===== src/rtl/char_queue_loader.sv =====
// rtl/char_queue_loader.sv - button-driven letter FIFO that streams its contents over a valid/ready handshake
module char_queue_loader #(
  parameter int DEPTH    = 8,
  parameter int CHAR_W   = 5,
  parameter int MAX_CHAR = 25
) (
  input  logic                     clk,
  input  logic                     reset,
  input  logic                     load_n,
  input  logic                     go_n,
  input  logic                     clear,
  input  logic [CHAR_W-1:0]        char_in,
  output logic [CHAR_W-1:0]        out_char,
  output logic                     out_valid,
  input  logic                     out_ready,
  output logic                     out_last,
  output logic [$clog2(DEPTH):0]   count,
  output logic                     empty,
  output logic                     full,
  output logic                     busy,
  output logic                     err_invalid,
  output logic                     err_overflow
);

  localparam int PTR_W = $clog2(DEPTH);
  localparam int CNT_W = PTR_W + 1;
  localparam logic [CHAR_W-1:0] MAX_CODE  = CHAR_W'(MAX_CHAR);
  localparam logic [CNT_W-1:0]  CNT_ONE   = CNT_W'(1);
  localparam logic [CNT_W-1:0]  CNT_DEPTH = CNT_W'(DEPTH);
  localparam logic [PTR_W-1:0]  PTR_ONE   = PTR_W'(1);

  typedef enum logic {IDLE, STREAM} state_t;

  state_t            state;
  logic [PTR_W-1:0]  rd_ptr;
  logic [PTR_W-1:0]  wr_ptr;
  logic [CHAR_W-1:0] mem [DEPTH];

  logic load_s1, load_s2, load_s3;
  logic go_s1, go_s2, go_s3;
  logic load_press, go_press;
  logic push_ok;

  // Three-flop chains per button: two for metastability, the third to find the falling edge
  always_ff @(posedge clk) begin
    if (reset) begin
      load_s1 <= 1'b1;
      load_s2 <= 1'b1;
      load_s3 <= 1'b1;
      go_s1   <= 1'b1;
      go_s2   <= 1'b1;
      go_s3   <= 1'b1;
    end else begin
      load_s1 <= load_n;
      load_s2 <= load_s1;
      load_s3 <= load_s2;
      go_s1   <= go_n;
      go_s2   <= go_s1;
      go_s3   <= go_s2;
    end
  end

  assign load_press = load_s3 & ~load_s2;
  assign go_press   = go_s3 & ~go_s2;

  assign empty     = (count == '0);
  assign full      = (count == CNT_DEPTH);
  assign busy      = (state == STREAM);
  assign out_valid = (state == STREAM);
  assign out_char  = out_valid ? mem[rd_ptr] : '0;
  assign out_last  = out_valid && (count == CNT_ONE);

  // A push lands only in IDLE with a legal code, free space and no clear competing for the cycle
  assign push_ok = load_press && (state == IDLE) && !clear && (char_in <= MAX_CODE) && !full;

  // Queue storage; deliberately not reset, stale entries are unreachable once count is zero
  always_ff @(posedge clk) begin
    if (!reset && push_ok) begin
      mem[wr_ptr] <= char_in;
    end
  end

  // Control: reset beats clear, clear beats transfers, transfers and pushes are mutually exclusive by state
  always_ff @(posedge clk) begin
    if (reset) begin
      state        <= IDLE;
      rd_ptr       <= '0;
      wr_ptr       <= '0;
      count        <= '0;
      err_invalid  <= 1'b0;
      err_overflow <= 1'b0;
    end else begin
      err_invalid  <= 1'b0;
      err_overflow <= 1'b0;
      if (clear) begin
        state  <= IDLE;
        rd_ptr <= '0;
        wr_ptr <= '0;
        count  <= '0;
      end else if (state == STREAM) begin
        if (out_ready) begin
          rd_ptr <= rd_ptr + PTR_ONE;
          count  <= count - CNT_ONE;
          if (count == CNT_ONE) begin
            state <= IDLE;
          end
        end
      end else begin
        if (load_press) begin
          if (char_in > MAX_CODE) begin
            err_invalid <= 1'b1;
          end else if (full) begin
            err_overflow <= 1'b1;
          end else begin
            wr_ptr <= wr_ptr + PTR_ONE;
            count  <= count + CNT_ONE;
          end
        end
        // Go looks at the pre-edge count, so a same-cycle push on an empty queue does not start a stream
        if (go_press && (count != '0)) begin
          state <= STREAM;
        end
      end
    end
  end

endmodule

===== config.mk =====
export PLATFORM = sky130hd
export DESIGN_NAME = char_queue_loader
export DESIGN_NICKNAME = d
export VERILOG_FILES = /design/src/rtl/char_queue_loader.sv
export SDC_FILE = /design/constraint.sdc
export NUM_CORES = 1
export LEC_CHECK = 0
export ABC_AREA = 1
export CORE_ASPECT_RATIO = 0.9
export CORE_MARGIN = 1
export CORE_UTILIZATION = 55
export CTS_CLUSTER_SIZE = 12
export DETAILED_ROUTE_END_ITERATION = 8
export PLACE_DENSITY = 0.83
export SLEW_MARGIN = 20
export SYNTH_ARGS = -nofsm -noshare
export SYNTH_HDL_FRONTEND = slang
export SYNTH_SLANG_ARGS = --single-unit

===== constraint.sdc =====
create_clock -name clk -period 4.1 [get_ports clk]
set_clock_uncertainty 0.1 [all_clocks]
set_input_delay 0.615 -clock clk [delete_from_list [all_inputs] [get_ports clk]]
set_output_delay 0.615 -clock clk [all_outputs]
set_load 0.05 [all_outputs]

# Word level (Yosys, flattened, before mapping)
# Memories as Yosys holds them, arrays and structs flattened. A register that Yosys moved wholly into a read port is not among the register bits.
# Cells that the tools add are included.
[totals] ff_bits=19 elab_cells=67 ramBits=40 mem_count=1 output_inout_bits=16
[op_classes] eq_ne=5 addsub=4 bitwise=8 reduce_logical=19 n_mux=16 n_lt_le_gt_ge=2
[mem_list] name="mem" depth=8 width=5 rd=1 rd_ports_with_merged_regs=1 write_ports=1 line="37" rtl="logic [CHAR_W-1:0] mem [DEPTH];"
[ops] operator="$mux 4" n=5
[ops] operator="$mux 1" n=8
[ops] operator="$reduce_and 4->1" n=2
[ops] operator="$logic_and 1x1->1" n=7
[ops] operator="$add 3x1->3 const B" n=2
[ops] operator="$mux 3" n=2
[ops] operator="$not 1->1" n=6
[ops] operator="$gt 5x5->1 const B" n=1
[ops] operator="$le 5x5->1 const B" n=1
[ops] operator="$mux 5" n=1
[ops] operator="$reduce_or 5->1" n=1
[ops] operator="$add 4x1->4 const B" n=1
[ops] operator="$eq 4x1->1 const B" n=1
[ops] operator="$eq 4x4->1 const B" n=1
[ops] operator="$logic_not 4->1" n=1
[ops] operator="$ne 2x2->1 const B" n=2
[ops] operator="$reduce_bool 4->1" n=1
[ops] operator="$reduce_or 4->1" n=1
[ops] operator="$sub 4x1->4 const B" n=1
[ops] operator="$logic_not 1->1" n=3
[ops] operator="$and 1x1->1" n=2
[ops] operator="$ne 2x1->1 const B" n=1
[ops] operator="$reduce_and 2->1" n=1
[ops] operator="$reduce_bool 2->1" n=1
[ops] operator="$reduce_or 2->1" n=1

# Depth between registers and ports, before layout
# Gate-level depths: netlist of the first run.
[logic_depth] word_depth=9 depth_mapped=8 mapped_depth_nobuf=8

# Worst setup path before layout of the first run
# Ideal clock, no wire load.
[synth_timing] kind="register -> output" start="register state (netlist: busy)" end="output port out_char[1]" t_required_ps=3385 setup_slack_ps=1669 stages_incl_launch_ff=4 arrival_time_ps=1716 n_path_buf=1 cell_sequence="dfxtp_1 -> buf_2 -> o21ai_0 -> nor2_1"
[synth_between] elab_chain_cells=1
[synth_rtl] item="start: declaration" line="34" rtl="state_t state;"
[synth_rtl] item="start signal: assignment" line="86" rtl="state <= IDLE;"
[synth_rtl] item="start signal: assignment" line="96" rtl="state <= IDLE;"
[synth_rtl] item="start signal: assignment" line="105" rtl="state <= IDLE;"
[synth_rtl] item="$mux 5" line="70" rtl="assign out_char = out_valid ? mem[rd_ptr] : '0;"
[synth_rtl] item="end: declaration" line="13" rtl="output logic [CHAR_W-1:0] out_char,"
# Every way passes these cells.

==> out/qor.yml, run 1 <==
end_kind: "primary output"
fillers: 354
seqCellArea_um2: 1640
synth-xor-area-share: 0.0169
die_y_um: 67.1
clk_pin_slew_ps: 60
drt-wirelength-per-cell_um: 14.4
hold_slack_ps: 313
period_share: 0.820
final_antenna_net_count: 0
port_buffers: 26
via_per_inst: 5.32
final_hold_viol_count: 0
clock.fmax_mhz: 297
rows: 23
wl_um: 4980
arrival_ps: 2650
finalPower_mw: 1.15
clk-insertion-delay-late_ps: 330
grt-ovfl-total: 0
io_pins: 27
crit_type: "register to primary output"
ys_seq_area_frac: 0.634
p_per_area_nw_per_um2: 378
routed.top_layer: "met4"
synthAdderAreaFrac: 0.0242
layout-drive-gt1-share: 0.0982
gp_congestion: 0.830
ys_ff_latch: 62
wl_met2_um: 2340
finalCriticalPeriod_ps: 3360
hold_buffers: 0
fp.dieW_um: 74.3
netlist_area_um2: 2590
crit_path_start_kind: "register"
setup_violations: 0
muxShareOfSynthArea: 0
clockRootBuffer: "clkbuf_8"
slew_violations: 0
final_nets: 296
postSynthAreaPerCell_um2: 10.3
clock_sinks: 62
core_um2: 4490
synth-simple-area-share: 0.190
dr.first_iter.drc_count: 186
postCtsSetupBuffers: 0
grt_max_degree: 22
antenna_cells: 0
crit_fanout: 21
route.detailed.drc: 0
cap_violations: 0
cts.htree.levels: 3
crit_required_ps: 3380
design.die.area_um2: 4990
min_path_type: "register to register"
syn_inst: 251
fin_cells: 347
numCtsBuffers: 9
relSlewSlack: 0.504
fin_area_um2: 3050
clk_path_buf_depth: 2
syn_to_final_growth_pct: 17.9
ys_types: 27
p_leak_nw: 1.08
synth_nets: 267
rsz0062_at_grt: "no"
fin_setup_tns_ps: 0
worst_pin_slew_ps: 738
tritoncts: "built"
grt_usage: 0.220
antenna_found_initial: 0
initial_core_util: 0.577
vias: 1845
synth_warnings: 0
routed-wl-met3_um: 273
post_cts_resized: 0
outcome: "completed"
utilization: 0.680
dp_hpwl_um: 3380
placedCellCount: 331
finalWorstSetupSlack_ps: 739
ir_drop_v: 0.000235
pre_cts_slack_ps: 1130
first_pass_iters: 5
synth_top_family_by_area: "simple AND/OR/NAND/NOR gates"
wl_met1_um: 2260
multi_input_area_um2: 833
grt_pass1_wl_um: 7590
grt_pass1_vias: 1565
placed_area_um2: 2890
synth_compound_area_frac: 0.0908
-- cell type report --
class	count	share of cell area
clock buffers	14	0.0500
clock inverters	2	0.00287
inverters	21	0.0258
multi-input cells	160	0.273
flip-flops and latches	62	0.538
well taps	62	0.0254
repair buffers	26	0.0852
-- metal layers --
metal  vias up  global-route usage
li1        904                   -
met1       860               0.283
met2        69               0.341
met3        12              0.0787
met4         0              0.0873
met5         -                   0
-- path summary, 6_finish.rpt --
kind / start / end / slack (ps) / depth (start not counted)
max: register / out_char[4] / 740 / 6
min: load_s1 / load_s2 / 310 / 1
max reg2reg: count[0] / mem[4][0] / 1860 / 5
min reg2reg: load_s1 / load_s2 / 310 / 1
-- synth_stat cells --
library cell   n  area share
a21oi_1        8       0.015
buf_2          2      0.0039
buf_4          1      0.0029
clkbuf_1       5      0.0072
dfxtp_1       22        0.17
edfxtp_1      40        0.46
ha_1           5       0.024
inv_1         18       0.026
inv_2          3      0.0043
nand2_1       23       0.033
nand2_2        1      0.0024
nand2_4        1      0.0043
nand3_1       10       0.019
nand3_2        1      0.0039
nand3_4        2       0.014
nand4_1        2      0.0048
nor2_1        51       0.074
nor2_2         1      0.0024
nor2_4         1      0.0043
nor3_1         2      0.0039
nor3_2         3       0.012
nor4_1         1      0.0024
o21ai_0       36       0.070
o21ai_1        3      0.0058
or2_2          4      0.0097
xnor2_1        2      0.0068
xor2_1         3       0.010
-- logic make-up after synthesis --
logic type               count (synthesis)
adder cells (fa/ha/maj)                  5
AND/OR/NAND/NOR                        103
buffers and inverters                   29
AO/OA/AOI/OAI                           47
XOR/XNOR                                 5
flip-flops                              62
-- worst max-delay path: stages, from the launching register on --
cell and delay (ps):
dfxtp_1 660, inv_1 390, o21ai_0 250, o21ai_0 90, o21ai_0 170, nor2_1 60
clkdlybuf4s50_1 690
-- flip-flops by register name, indices dropped and copies added, names as in the netlist, named ones only --
register / count
go_s3: 1
err_overflow: 1
go_s1: 1
load_s2: 1
mem: 40
load_s1: 1
rd_ptr: 3
err_invalid: 1
load_s3: 1
wr_ptr: 3
go_s2: 1
busy: 1
count: 4
-- report_power, final --
group / internal (mW) / leakage, nW / switching (mW)
logic: 0.0166 / 0.464 / 0.0265
clock network: 0.234 / 0.0821 / 0.207
registers: 0.668 / 0.538 / 0.00232
-- cell usage in the layout, fill, tap and decap left out --
| master | n |
|---|---|
| nand2_4 | 1 |
| clkinv_2 | 1 |
| nand3_1 | 10 |
| inv_1 | 18 |
| or2_2 | 4 |
| nor3_2 | 3 |
| clkdlybuf4s50_1 | 26 |
| xor2_1 | 3 |
| xnor2_1 | 2 |
| nand3_2 | 1 |
| nand3_4 | 2 |
| nor2_4 | 1 |
| dfxtp_1 | 22 |
| nand4_1 | 2 |
| inv_2 | 3 |
| nand2_2 | 1 |
| o21ai_0 | 36 |
| nor2_2 | 1 |
| a21oi_1 | 8 |
| edfxtp_1 | 40 |
| clkbuf_8 | 10 |
| ha_1 | 5 |
| nand2_1 | 23 |
| nor2_1 | 51 |
| nor3_1 | 2 |
| clkbuf_1 | 4 |
| clkinv_1 | 1 |
| nor4_1 | 1 |
| o21ai_1 | 3 |
Note: power is estimated with default switching activity, not from simulation.
==> inputs of run 2 (changes only) <==
clock period = 3.5 ns   (was 4.1 ns; I/O delays follow)
==> out/qor.yml, run 2 (synthesis gave the netlist of run 1 again) <==
dr.first_iter.drc_count: 182  # was 186
final_common_cell: "nor2_1"  # unchanged
rsz0062_at_grt: "no"  # unchanged
routed-wl-met3_um: 393  # was 273 um
p_leak_nw: 1.10  # was 1.08 nW
end_kind: "primary output"  # unchanged
finalWorstSetupSlack_ps: 387  # was 739 ps
layout-drive-gt1-share: 0.118  # was 0.0982
hold_buffers: 0  # unchanged
setup_violations: 0  # unchanged
tritoncts: "built"  # unchanged
clk_pin_slew_ps: 70  # was 60 ps
die_y_um: 67.1  # unchanged
min_path_type: "register to register"  # unchanged
fin_area_um2: 3080  # was 3050 um^2
pre_cts_slack_ps: 735  # was 1130 ps
clock.fmax_mhz: 321
vias: 1827  # was 1845
route.detailed.drc: 0  # unchanged
postCtsSetupBuffers: 0  # unchanged
gp_congestion: 0.762  # was 0.830
grt_pass1_wl_um: 8210  # was 7590 um
critPathMaxStageDelay_ps: 800  # was 690 ps
largest_reg_flops: 40  # unchanged
crit_fanout: 20  # was 21
ir_drop_v: 0.000271  # was 0.000235 V
finalCriticalPeriod_ps: 3110
routed.top_layer: "met4"  # unchanged
clk_path_buf_depth: 2  # unchanged
drt-wirelength-per-cell_um: 14.4  # about the same
antenna_cells: 0  # unchanged
relSlewSlack: 0.551  # was 0.504
period_share: 0.889
clock_sinks: 62  # unchanged
outcome: "completed"  # unchanged
cts.htree.levels: 3  # unchanged
final_hold_viol_count: 0  # unchanged
wl_met2_um: 2480  # was 2340 um
syn_to_final_growth_pct: 18.8  # was 17.9%
io_pins: 27  # unchanged
final_cell_mix: "nor2_1 (51), edfxtp_1 (40), o21ai_0 (36)"  # unchanged
initial_core_util: 0.577  # unchanged
final_nets: 300  # was 296
cp_slowest_cell: "clkdlybuf4s50_1"  # unchanged
rows: 23  # unchanged
grt-ovfl-total: 0  # unchanged
post_cts_resized: 0  # unchanged
first_pass_iters: 4  # was 5
final_antenna_net_count: 0  # unchanged
grt_usage: 0.233  # was 0.220
crit_required_ps: 2870  # was 3380 ps
p_per_area_nw_per_um2: 435  # was 378 nW/um^2
worst_pin_slew_ps: 668  # was 738 ps
core_um2: 4490  # unchanged
crit_type: "register to primary output"  # unchanged
numCtsBuffers: 9  # unchanged
crit_path_start_kind: "register"  # unchanged
design.die.area_um2: 4990  # unchanged
dp_hpwl_um: 3500  # was 3380 um
path_cells: "o21ai_0 -> o21ai_0 -> nor2_1 -> nor2_1 -> clkdlybuf4s50_1"  # was inv_1 -> o21ai_0 -> o21ai_0 -> o21ai_0 -> nor2_1 -> clkdlybuf4s50_1
ff2ff_setup_slack_ps: 1360  # was 1860 ps
cap_violations: 0  # unchanged
placed_area_um2: 2920  # was 2890 um^2
slew_violations: 0  # unchanged
wl_um: 5030  # was 4980 um
arrival_ps: 2490  # was 2650 ps
grt_max_degree: 21  # was 22
clk-insertion-delay-late_ps: 330  # about the same
utilization: 0.685  # was 0.680
grt_pass1_vias: 1748  # was 1565
top_regs: "mem (40), count (4)"  # unchanged
fin_setup_tns_ps: 0  # unchanged
clockRootBuffer: "clkbuf_8"  # unchanged
port_buffers: 26  # unchanged
wl_met1_um: 2130  # was 2260 um
hold_slack_ps: 309  # was 313 ps
fillers: 351  # was 354
largest-register: "mem"  # unchanged
antenna_found_initial: 0  # unchanged
fp.dieW_um: 74.3  # unchanged
via_per_inst: 5.22  # was 5.32
run 2: report_power, final:
part | internal (mW) | switching [mW]
Clock | 0.251 | 0.251
Combinational | 0.0215 | 0.0315
Sequential | 0.782 | 0.00258
run 2: path summary, 6_finish.rpt:
| kind | cells after the start | endpoint | startpoint |
|---|---|---|---|
| worst max-delay path | 5 | out_char[4] | register |
| worst min-delay path | 1 | load_s2 | load_s1 |
| worst max register to register | 7 | mem[6][1] | count[0] |
| worst min register to register | 1 | load_s2 | load_s1 |
run 2: critical path, delay by kind of cell, from the launching register on:
kind	cells	cell delay, ps
AO/OA/AOI/OAI	2	520
buffers and inverters	1	800
flip-flops	1	660
AND/OR/NAND/NOR	2	170
run 2: metal layers:
layer / global-route usage / vias up
li1: - / 916
met1: 0.297 / 840
met2: 0.359 / 67
met3: 0.0802 / 4
met4: 0.104 / 0
met5: 0 / -
run 2: metrics by stage:
step	cells	total power, mW
floorplan	251	0.823
CTS	350	1.35
finish	350	1.34
global route	350	1.39
detailed placement	335	0.853
global placement	335	0.852
run 2: cell type report:
type / count / area, um^2 / area share
Multi-Input combinational cell: 160 / 833 / 0.271
Timing Repair Buffer: 30 / 290 / 0.0943
Sequential cell: 62 / 1640 / 0.534
Inverter: 21 / 78.8 / 0.0256
Tap cell: 62 / 77.6 / 0.0252
Clock inverter: 4 / 23.8 / 0.00773
Clock buffer: 11 / 131 / 0.0427
==> inputs of run 3 (changes only) <==
CORE_MARGIN = 2   (was 1)
clock period = 3.3 ns   (was 3.5 ns; I/O delays follow)
==> out/qor.yml, run 3 (synthesis gave the netlist of run 1 again) <==
outcome: "completed"  # unchanged
final_antenna_net_count: 0  # unchanged
hold_slack_ps: 311  # was 309 ps
arrival_ps: 2520  # was 2490 ps
route.detailed.drc: 0  # unchanged
switching_share: 0.195  # was 0.213
clock.fmax_mhz: 321
numCtsBuffers: 9  # unchanged
fin_area_um2: 3130  # was 3080 um^2
largest-register: "mem"  # unchanged
initial_core_util: 0.577  # unchanged
post_cts_resized: 0  # unchanged
grt_pass1_vias: 1715  # was 1748
tritoncts: "built"  # unchanged
setup_violations: 0  # unchanged
p_per_area_nw_per_um2: 509  # was 435 nW/um^2
vias: 1833  # was 1827
port_buffers: 26  # unchanged
clockRootBuffer: "clkbuf_8"  # unchanged
drt-wirelength-per-cell_um: 14.8  # was 14.4 um
wl_um: 5190  # was 5030 um
syn_to_final_growth_pct: 21.0  # was 18.8%
design.die.area_um2: 5270  # was 4990 um^2
dr.first_iter.drc_count: 204  # was 182
path_cells: "o21ai_0 -> o21ai_0 -> nor2_1 -> nor2_1 -> clkdlybuf4s50_1"  # unchanged
crit_required_ps: 2700  # was 2870 ps
grt_max_degree: 21  # unchanged
via_per_inst: 5.24  # was 5.22
p_comb_frac: 0.035  # was 0.040
clock_sinks: 62  # unchanged
rsz0062_at_grt: "no"  # unchanged
core_um2: 4490  # unchanged
postCtsSetupBuffers: 0  # unchanged
grt_pass1_wl_um: 8440  # was 8210 um
fin_setup_tns_ps: 0  # unchanged
worst_pin_slew_ps: 646  # was 668 ps
p_clk_frac: 0.444  # was 0.375
cp_slowest_cell: "clkdlybuf4s50_1"  # unchanged
finalPower_mw: 1.60  # was 1.34 mW
dp_hpwl_um: 3560  # was 3500 um
p_leak_nw: 1.13  # was 1.10 nW
crit_fanout: 20  # unchanged
end_kind: "primary output"  # unchanged
layout-drive-gt1-share: 0.122  # was 0.118
switchingPower_mw: 0.311  # was 0.285 mW
clk_pin_slew_ps: 70  # about the same
cts.htree.levels: 3  # unchanged
clk_path_buf_depth: 2  # unchanged
antenna_cells: 0  # unchanged
crit_path_start_kind: "register"  # unchanged
first_pass_iters: 4  # unchanged
antenna_found_initial: 0  # unchanged
crit_type: "register to primary output"  # unchanged
hold_buffers: 0  # unchanged
ir_drop_v: 0.000592  # was 0.000271 V
rows: 23  # unchanged
final_nets: 299  # was 300
largest_reg_flops: 40  # unchanged
final_common_cell: "nor2_1"  # unchanged
top_regs: "mem (40), count (4)"  # unchanged
slew_violations: 0  # unchanged
internal-power_mw: 1.28  # was 1.05 mW
cap_violations: 0  # unchanged
final_cell_mix: "nor2_1 (51), edfxtp_1 (40), o21ai_0 (36)"  # unchanged
die_y_um: 69.1  # was 67.1 um
critPathMaxStageDelay_ps: 830  # was 800 ps
fp.dieW_um: 76.3  # was 74.3 um
io_pins: 27  # unchanged
grt-ovfl-total: 0  # unchanged
placed_area_um2: 2910  # was 2920 um^2
period_share: 0.944
gp_congestion: 0.738  # was 0.762
seq_power_share: 0.521  # was 0.586
clk-insertion-delay-late_ps: 330  # about the same
relSlewSlack: 0.566  # was 0.551
fillers: 335  # was 351
finalCriticalPeriod_ps: 3120
grt_usage: 0.212  # was 0.233
final_hold_viol_count: 0  # unchanged
min_path_type: "register to register"  # unchanged
-- run 3: changes by cell type in the layout (fill, tap and decap cells not counted) --
cell	before	now
clkbuf_8	9	11
buf_4	4	3
bufinv_16	0	1
clkbuf_1	2	1
clkbuf_16	0	1
clkinvlp_4	1	0
inv_4	1	0
-- run 3: power by group through the flow --
stage / Clock [mW] / Sequential, mW / Combinational [mW]
6_report: 0.708 / 0.832 / 0.0554
5_1_grt: 0.753 / 0.832 / 0.0602
4_1_cts: 0.717 / 0.832 / 0.0554
3_5_place_dp: 0 / 0.849 / 0.0550
3_3_place_gp: 0 / 0.848 / 0.0542
2_1_floorplan: 0 / 0.850 / 0.0227
-- run 3: metal layers --
layer / global-route usage / share of wire
met5: 0 / 0
met4: 0.0727 / 0.0068
met3: 0.0628 / 0.064
met2: 0.324 / 0.47
met1: 0.291 / 0.46
-- run 3: path summary, 6_finish.rpt --
kind	startpoint	end	slack, ps	cells past startpoint
max	register	out_char[1]	180	5
min	load_s1	load_s2	310	1
max reg2reg	count[0]	mem[6][2]	1080	7
min reg2reg	load_s1	load_s2	310	1
-- run 3: area by class of cell --
class	count	area, um^2	area share
Sequential cell	62	1640	0.524
Timing Repair Buffer	29	283	0.0902
Multi-Input combinational cell	160	833	0.266
Tap cell	62	77.6	0.0248
Clock buffer	13	180	0.0575
Clock inverter	3	40.0	0.0128
Inverter	21	78.8	0.0251
-- run 3: critical path: cells and delay by family, from the launching register on --
family                 cells  cell delay [ps]
and+or+nand+nor            2              220
DFF                        1              700
buffers and inverters      1              830
AOI/OAI and AO/OA          2              440
-- run 3: stage by stage --
step                      instances   util  worst slack (ps)
after floorplan                 251      -               989
after global placement          334  0.649               636
after detailed placement        334  0.649               538
after CTS                       350  0.698               179
after global routing            350  0.698              59.4
final                           350  0.698               185
